===== config.mk =====
export PLATFORM = sky130hd
export DESIGN_NAME = dot4_serial_mac
export DESIGN_NICKNAME = d
export VERILOG_FILES = /design/src/rtl/dot4_pkg.sv /design/src/rtl/mul_signed.sv /design/src/rtl/dot4_serial_mac.sv
export SDC_FILE = /design/constraint.sdc
export NUM_CORES = 1
export LEC_CHECK = 0
export ABC_AREA = 1
export CAP_MARGIN = 30
export CORE_MARGIN = 5
export CORE_UTILIZATION = 50
export CTS_CLUSTER_SIZE = 8
export DETAILED_ROUTE_END_ITERATION = 10
export PLACE_DENSITY_LB_ADDON = 0.08
export SYNTH_ARGS = -nofsm -noshare
export SYNTH_HDL_FRONTEND = slang
export SYNTH_SLANG_ARGS = --single-unit

===== constraint.sdc =====
create_clock -name i_clk -period 9.9 [get_ports i_clk]
set_input_delay 1.98 -clock i_clk [delete_from_list [all_inputs] [get_ports i_clk]]
set_output_delay 1.98 -clock i_clk [all_outputs]
set_load 0.02 [all_outputs]

===== src/rtl/dot4_pkg.sv =====
// Shared parameters and FSM state type for the serial dot-product engine.
// Optional feature macro used by the top: DOT4_CLR_EN (adds a vector-abort input).
package dot4_pkg;

   localparam int DW    = 5;
   localparam int N     = 4;
   localparam int OW    = 12;
   localparam int CNT_W = $clog2(N);

   typedef enum logic [0:0] {
      ACC  = 1'b0,
      DONE = 1'b1
   } state_t;

endpackage


===== src/rtl/mul_signed.sv =====
// Combinational DW x DW signed multiplier with a full-width 2*DW product.
// Shared with the parallel vector multiplier.
module mul_signed
   import dot4_pkg::*;
#(
   parameter int DW = dot4_pkg::DW
) (
   input  logic signed [DW-1:0]   i_a,
   input  logic signed [DW-1:0]   i_b,
   output logic signed [2*DW-1:0] o_p
);

   assign o_p = i_a * i_b;

endmodule


===== src/rtl/dot4_serial_mac.sv =====
// Serial signed dot product of two N-element vectors with one shared MAC.
// Config macro: DOT4_CLR_EN adds i_clr, which aborts the current vector.
module dot4_serial_mac
   import dot4_pkg::*;
#(
   parameter int DW = dot4_pkg::DW,
   parameter int N  = dot4_pkg::N,
   parameter int OW = dot4_pkg::OW
) (
   input  logic          i_clk,
   input  logic          i_rst,
   input  logic          i_in_valid,
   output logic          o_in_ready,
   input  logic [DW-1:0] i_in_a,
   input  logic [DW-1:0] i_in_b,
   output logic          o_out_valid,
   input  logic          i_out_ready,
   output logic [OW-1:0] o_out_data
`ifdef DOT4_CLR_EN
   ,
   input  logic          i_clr
`endif
);

   localparam int CNT_W = $clog2(N);
   localparam logic [CNT_W-1:0] CNT_LAST = CNT_W'(N - 1);

   state_t              r_state;
   logic [CNT_W-1:0]    r_cnt;
   logic [OW-1:0]       r_acc;
   logic [OW-1:0]       r_out_data;
   logic                r_in_ready;
   logic                r_out_valid;

   logic signed [2*DW-1:0] w_prod;
   logic [OW-1:0]          w_prod_ext;
   logic [OW-1:0]          w_sum;
   logic                   w_accept;

   mul_signed #(
      .DW (DW)
   ) u_mul (
      .i_a (i_in_a),
      .i_b (i_in_b),
      .o_p (w_prod)
   );

   assign w_prod_ext = {{(OW - 2*DW){w_prod[2*DW-1]}}, w_prod};
   assign w_sum      = r_acc + w_prod_ext;
   assign w_accept   = i_in_valid & r_in_ready;

   // Handshake flags are kept as registers alongside the state so outputs are glitch-free.
   always_ff @(posedge i_clk) begin
      if (i_rst) begin
         r_state     <= ACC;
         r_cnt       <= '0;
         r_acc       <= '0;
         r_out_data  <= '0;
         r_in_ready  <= 1'b1;
         r_out_valid <= 1'b0;
      end
`ifdef DOT4_CLR_EN
      else if (i_clr) begin
         r_state     <= ACC;
         r_cnt       <= '0;
         r_acc       <= '0;
         r_in_ready  <= 1'b1;
         r_out_valid <= 1'b0;
      end
`endif
      else begin
         case (r_state)
            ACC: begin
               if (w_accept) begin
                  if (r_cnt == CNT_LAST) begin
                     r_out_data  <= w_sum;
                     r_acc       <= '0;
                     r_cnt       <= '0;
                     r_state     <= DONE;
                     r_in_ready  <= 1'b0;
                     r_out_valid <= 1'b1;
                  end else begin
                     r_acc <= w_sum;
                     r_cnt <= r_cnt + CNT_W'(1);
                  end
               end
            end
            DONE: begin
               if (i_out_ready) begin
                  r_state     <= ACC;
                  r_in_ready  <= 1'b1;
                  r_out_valid <= 1'b0;
               end
            end
            default: begin
               r_state     <= ACC;
               r_cnt       <= '0;
               r_acc       <= '0;
               r_in_ready  <= 1'b1;
               r_out_valid <= 1'b0;
            end
         endcase
      end
   end

   assign o_in_ready  = r_in_ready;
   assign o_out_valid = r_out_valid;
   assign o_out_data  = r_out_data;

endmodule


Word level (Yosys, flattened, before mapping)
Cells that the tools add are included.
{"block": "totals", "register_bits": 29, "inputBits": 14, "word_cells": 32}
{"block": "op_classes", "add_sub_neg": 2, "n_mux": 14, "n_reduce_logical": 3, "eq_ne": 4, "multipliers": 1, "bitwise_logic": 2}
{"operator": "$add A12 B12 Y12", "count": 1}
{"operator": "$mux W12", "count": 1}
{"operator": "$mul A5 B5 Y10", "count": 1}
{"operator": "$mux W1", "count": 9}
{"operator": "$ne A2 B2 Y1 const B", "count": 3}
{"operator": "$pmux W1 S2", "count": 3}
{"operator": "$reduce_and A3 Y1", "count": 2}
{"operator": "$add A2 B1 Y2 const B", "count": 1}
{"operator": "$eq A2 B2 Y1 const B", "count": 1}
{"operator": "$mux W2", "count": 1}
{"operator": "$reduce_and A2 Y1", "count": 1}
{"operator": "$and A1 B1 Y1", "count": 1}
{"operator": "$not A1 Y1", "count": 1}

Depth between registers and ports, before layout
Gate-level depths: netlist (run 1).
{"block": "depth", "depth_word": 4, "ltp_mapped": 26, "mapped_depth_nobuf": 26}

Hierarchy
A second synthesis (run 1) with hierarchy kept.
{"block": "unflattened", "hier_cells": 417, "hier_area_um2": 2803.9}
{"mod": "dot4_serial_mac", "instances": 1, "cells_per_inst": 259, "seq_area_each_um2": 580.6, "area_per_inst_um2": 1755.4}
{"mod": "mul_signed", "instances": 1, "cells_per_inst": 158, "seq_area_each_um2": 0.0, "area_per_inst_um2": 1048.5}

Worst setup path after synthesis (run 1)
OpenSTA, ideal clock, no wires.
{"block": "synth_path", "path_kind": "in2reg", "startpoint": "input i_in_b[4]", "endpoint": "register r_out_data[11], in the netlist o_out_data[11]", "path_stages": 20, "setup_slack_ps": 3929, "arrival_time_ps": 5862, "setup_time_ps": 109, "path_buffers": 0, "cell_sequence": "inv_1 > or2_2 > fa_1 > fa_1 > fa_1 > inv_1 > fa_1 > a31oi_1 > xor2_1 > inv_1 > ha_1 > nand2_1 > nor3_1 > nand3_1 > nand3_1 > nand3_1 > nand2_1 > nand2_1 > nand2_1 > inv_1"}
{"block": "synth_between", "elab_chain_cells": 2}
{"element": "start, declared", "line": "dot4_serial_mac.sv:15", "source": "input logic [DW-1:0] i_in_b,"}
{"element": "$mul A5 B5 Y10", "line": "mul_signed.sv:13", "source": "assign o_p = i_a * i_b;"}
{"element": "$add A12 B12 Y12", "line": "dot4_serial_mac.sv:49", "source": "assign w_sum = r_acc + w_prod_ext;"}
{"element": "end signal, assigned", "line": "dot4_serial_mac.sv:76", "source": "r_out_data <= w_sum;"}
{"element": "end, declared", "line": "dot4_serial_mac.sv:31", "source": "logic [OW-1:0] r_out_data;"}
Every way passes these cells.
A chain may end at the register's enable or synchronous reset.

Worst setup path after layout (run 1)
Ends and elaborated chain as after synthesis.

==> results of run 1 <==
registers in the layout (all words and copies together) (netlist names):
name	count
o_in_ready	1
o_out_data	12
o_out_valid	1
r_acc	12
r_cnt	2
r_state	1
worst min path at each step:
stage | cells after the start | slack, ps | end
3_5_place_dp | 2 | 450 | o_out_valid
5_1_grt | 2 | 490 | r_acc[4]
3_3_place_gp | 2 | 450 | o_out_valid
6_report | 2 | 460 | o_out_valid
4_1_cts | 2 | 460 | o_out_valid
2_1_floorplan | 1 | 440 | r_cnt[0]
stage by stage:
stage	total power [mW]	hold WS (ps)	setup WS, ps	util [%]	instances
after floorplan	0.4741	442.5	3929	-	392
after CTS	0.6647	464.0	3364	58.45	492
after global placement	0.5481	453.6	3167	56.57	484
after detailed placement	0.5542	454.1	3075	56.57	484
final	0.6616	462.3	3380	58.45	492
after global routing	0.7304	487.3	3036	58.45	492
area by class of cell:
cell class | count | area, um^2
fill | 534 | 2246
clock buffer | 7 | 96.34
multi-input combinational | 277 | 1821
sequential | 29 | 580.6
inverter | 79 | 296.5
tap | 72 | 90.09
clock inverter | 1 | 5.005
timing repair buffer | 27 | 270.3
cell usage after synthesis (all sizes together):
cell	count
nor3b	1
fa	18
a211oi	1
o21ai	16
a31oi	3
clkinv	1
inv	78
nor2	42
nand4	2
ha	28
dfxtp	29
nor3	1
nand2	102
or2	1
xor2	8
buf	3
clkbuf	4
nand3	20
xnor2	5
o21bai	2
a21oi	26
o211ai	1
report_power, final:
group,leakage (nW),switching (mW),internal [mW]
Clock,0.0542,0.0451,0.0627
Sequential,0.237,0.0115,0.134
Combinational,1.42,0.250,0.159
cell families (layout without fill, tap and decap cells):
logic type | count (synthesis) | in the layout | share of synthesized area [%]
simple gates | 169 | 169 | 26.41
buf+inv | 86 | 114 | 12.17
compound gates | 49 | 49 | 10.02
fa+ha+maj | 46 | 46 | 26.00
flops | 29 | 29 | 21.24
xor+xnor | 13 | 13 | 4.165
metal layers:
metal,wire length (um),GRT usage (%)
met5,0,0
met4,89,5.848
met3,225,2.172
met2,2714,30.80
met1,2423,19.22
worst max-delay path, stage by stage:
cell and delay, ps:
clkdlybuf4s50_1 500, inv_1 90, or2_2 300, fa_1 510, fa_1 520, fa_1 540, inv_1 60, fa_1 500
a31oi_1 220, xor2_1 150, inv_1 50, ha_1 350, nand2_1 120, nor3_1 200, nand3_1 100, nand3_1 130
nand3_1 120, nand2_1 90, nand2_1 50, nand2_1 70, inv_1 40
==> qor.yml, run 1 <==
place:
  numPortBuffers: 27
  placed_area_mm2: 0.003058
  dp_hpwl_mm: 4.501
  place_congestion: 0.8650
yosys:
  synth_seq_cells: 29
  yosysWarnings: 0
  ys_types: 30
  synth_area_leaders: "dfxtp_1 21%, nand2_1 13%, fa_1 13%, ha_1 13%, inv_1 10%"
  yosysTopAreaCell: "dfxtp_1"
  yosys.area.top_type_share_pct: 21.24
  synth.net_count: 452
  syn-cell-area_mm2: 0.002734
  netlist_instances: 392
  ys_seq_area_share_pct: 21.24
  synth_area_per_cell_um2: 6.974
worst_setup_path:
  start_kind: "input pin"
  reg2reg_slack_ps: 8010
  cp.required_ps: 10080
  reg2regPathDepth: 7
  crit_start: "i_in_b[4]"
  cp_max_fo: 5
  endpoint: "o_out_data[11]"
  critPathCaptureType: "register"
  critPathArrivalTime_ps: 6700
  crit_type: "in -> reg"
  reg2reg_to: "r_acc[8]"
  r2r-start: "r_acc[0]"
clock_network:
  clock_sinks: 29
  clk_pin_slew_ps: 60
  post_cts.repair.setup_buffers: 0
  cts_resized: 0
  cts_root_buffer: "clkbuf_8"
  cts_tree: "yes"
  htree_levels: 2
  insertion_delay_ps: 280
  cts_hold_buffers: 0
  cts_buffer_depth: 2
  numCtsBuffers: 5
routing:
  ant_nets: 0
  drc_errors: 0
  vias: 2382
  wl_mm: 5.453
  dr.first_iter.drc_count: 134
  first_pass_iters: 4
  post_drt_via_cell_ratio: 4.841
  wire_per_inst_um: 11.08
cells_and_area:
  syn_to_final_growth_pct: 15.56
  nets: 479
  fin_area_mm2: 0.003159
  final_common_cell: "nand2_1"
  layout_common_cells: "97 x nand2_1, 76 x inv_1, 39 x nor2_1"
  diodes: 0
  drive_gt1_share_pct: 6.905
sta:
  fmax_ghz: 0.1534
  finalSetupViolCount: 0
  final_period_minus_worst_setup_slack_ps: 6520
  rsz0062_at_grt: "no"
  fin_crit_sh_pct: 65.86
  fin_tns_setup_ps: 0
  hold_viol_final: 0
  fin_worst_skew_ps: 6.060
  tightest_slew_ps: 958.5
  drv_slew: 0
  max-slew-margin-rel_pct: 35.90
floorplan:
  core_area_mm2: 0.005405
  num_io_pins: 28
  dieHeight_um: 83.95
  dieWidth_um: 83.95
  die_area_mm2: 0.007047
  start_util_pct: 50.58
  rows: 27
status:
  status: "completed"
global_routing:
  grt_start_max_net_pins: 26
  grt_overflow_total: 0
  grt_pass1_wl_mm: 9.735
  antenna_found_initial: 0
  grt_usage_pct: 16.56
  grt_pass1_vias: 2276
pwr:
  power_density_mw_per_mm2: 209.4
  ir_worst_vdd_mv: 0.07894
  p_leak_nw: 1.709
worst_hold_path:
  min_path_type: "reg -> reg"
  min_from: "o_out_valid"
job:
  cap_violations: 0
No activity file was read; power rests on OpenSTA's default activity.
==> run 2: changes to the inputs <==
==> constraint.sdc (replaced) <==
create_clock -name i_clk -period 5.8 [get_ports i_clk]
set_input_delay 1.16 -clock i_clk [delete_from_list [all_inputs] [get_ports i_clk]]
set_output_delay 1.16 -clock i_clk [all_outputs]
set_load 0.02 [all_outputs]
==> run 2 against run 1 <==
Compared with the run above:
- final cell count increased by 2.4%
- sequential power up 72%
- sequential share of layout area is 0.62 points lower
- global-route usage increased by 0.60 points
- clock power is 47% higher
- critical path type unchanged
- critical endpoint is now r_acc[10]
- highest routed layer unchanged
==> qor.yml, run 2 (synthesis results as in run 1) <==
global_routing:
  grt_start_max_net_pins: 26
  grt_usage_pct: 17.16
  use_met3_pct: 2.270
  met1_usage_pct: 18.57
  grt_overflow_total: 0
  gr-usage-met2_pct: 33.33
  antenna_found_initial: 0
  grt_pass1_vias: 2450
  gr-max-usage-layer: "met2"
  grt_pass1_wl_mm: 10.05
clock_network:
  clock_sinks: 29
  cts_hold_buffers: 0
  numCtsBuffers: 5
  cts_buffer_depth: 2
  cts_tree: "yes"
  cts_root_buffer: "clkbuf_8"
  insertion_delay_ps: 280
  htree_levels: 2
  clk_pin_slew_ps: 60
sta:
  finalSetupViolCount: 0
  max-slew-margin-rel_pct: 33.39
  fin_worst_skew_ps: 4.376
  layout_setup_ws_ps: 262.4
  tightest_slew_ps: 996.1
  hold_viol_final: 0
  fmax_ghz: 0.1806
  final_period_minus_worst_setup_slack_ps: 5538
  drv_slew: 0
  fin_crit_sh_pct: 95.48
cells_and_area:
  fin_area_mm2: 0.003269
  drive_gt1_share_pct: 11.34
  syn_to_final_growth_pct: 19.59
  final_common_cell: "nand2_1"
  diodes: 0
  seqCellArea_um2: 580.6
  nets: 491
  fillers: 530
  layout_common_cells: "97 x nand2_1, 76 x inv_1, 36 x nor2_1"
  multi_input_area_mm2: 0.001857
place:
  place_ws_ps: -119.1
  numPortBuffers: 27
  place_congestion: 0.8748
  dp_hpwl_mm: 4.533
  placed_area_mm2: 0.003141
worst_setup_path:
  cp_max_fo: 4
  crit_type: "in -> reg"
  reg2reg_slack_ps: 3950
  critPathArrivalTime_ps: 5730
  critPathCaptureType: "register"
  cp.required_ps: 5990
  start_kind: "input pin"
routing:
  vias: 2420
  dr.first_iter.drc_count: 95
  wl_mm: 5.593
  ant_nets: 0
  drc_errors: 0
  post_drt_via_cell_ratio: 4.802
  wire_per_inst_um: 11.10
  first_pass_iters: 4
floorplan:
  dieHeight_um: 83.95
  num_io_pins: 28
  start_util_pct: 50.58
  dieWidth_um: 83.95
  core_area_mm2: 0.005405
  die_area_mm2: 0.007047
  rows: 27
worst_hold_path:
  min_path_type: "reg -> reg"
status:
  status: "completed"
job:
  cap_violations: 0
pwr:
  power_density_mw_per_mm2: 361.2
  p_leak_nw: 1.763
  ir_worst_vdd_mv: 0.1405
[run 2: cell count changes in the layout (fill, tap and decap cells not counted), moves of 2 or more]
cell      change
buf_4        +12
clkbuf_8      -2
ha_1          -3
ha_2          +2
nor2_1        -3
nor2_2        +3
o21ai_0       -2
o21ai_1       +2
[run 2: cell type report]
class                      instances  share of cell area [%]
clock buffer                       6                   2.220
clock inverter                     2                  0.3062
inverter                          79                   9.070
multi-input combinational        277                   56.79
sequential                        29                   17.76
tap                               72                   2.755
timing repair buffer              39                   11.10
[run 2: critical path, stage by stage]
cell and delay, ps:
clkdlybuf4s50_1 470, inv_1 50, or2_2 280, fa_1 510, fa_1 520, fa_1 550
inv_1 70, fa_2 430, a31oi_1 210, xor2_1 170, inv_1 50, ha_1 310
buf_4 150, nand2_1 50, nand2_1 50, a31oi_1 140, nand3_1 130, xor2_1 210
nand2_1 80, a21oi_1 130
[run 2: path summary, 6_finish.rpt]
check	startpoint	endpoint	cells after the start
min reg2reg	r_acc[4]	r_acc[4]	2
max	i_in_b[4]	r_acc[10]	20
min	r_acc[4]	r_acc[4]	2
max reg2reg	r_acc[0]	r_acc[8]	7
[run 2: power by group]
group / total, mW / leakage, nW / internal, mW / switching, mW
Clock: 0.159 / 0.0450 / 0.0829 / 0.0761
Sequential: 0.249 / 0.237 / 0.228 / 0.0208
Combinational: 0.773 / 1.48 / 0.324 / 0.449
Total: 1.18 / 1.76 / 0.635 / 0.546
[run 2: routing by layer]
metal	wire length, um	vias to the layer above
met3	186	10
met4	107	0
met2	2822	41
met5	0	-
met1	2476	1086
li1	-	1283
[run 2: timing repair]
action                                  CTS  global route
endpoints found under the hold margin     0             0
resized for setup                         0            12
buffers inserted                          0             1
endpoints found under the setup margin    0             5
[run 2: stage by stage]
| step | hold WS, ps | total power, mW | cells | utilization (%) | setup TNS, ps |
|---|---|---|---|---|---|
| 2_1_floorplan | 442.5 | 0.8093 | 392 | - | 0 |
| 3_3_place_gp | 452.5 | 0.9740 | 495 | 58.10 | -90.69 |
| 3_5_place_dp | 463.8 | 0.9832 | 495 | 58.10 | -483.8 |
| 4_1_cts | 473.5 | 1.146 | 503 | 59.63 | 0 |
| 5_1_grt | 489.2 | 1.317 | 504 | 60.49 | -10.85 |
| 6_report | 472.1 | 1.181 | 504 | 60.49 | 0 |
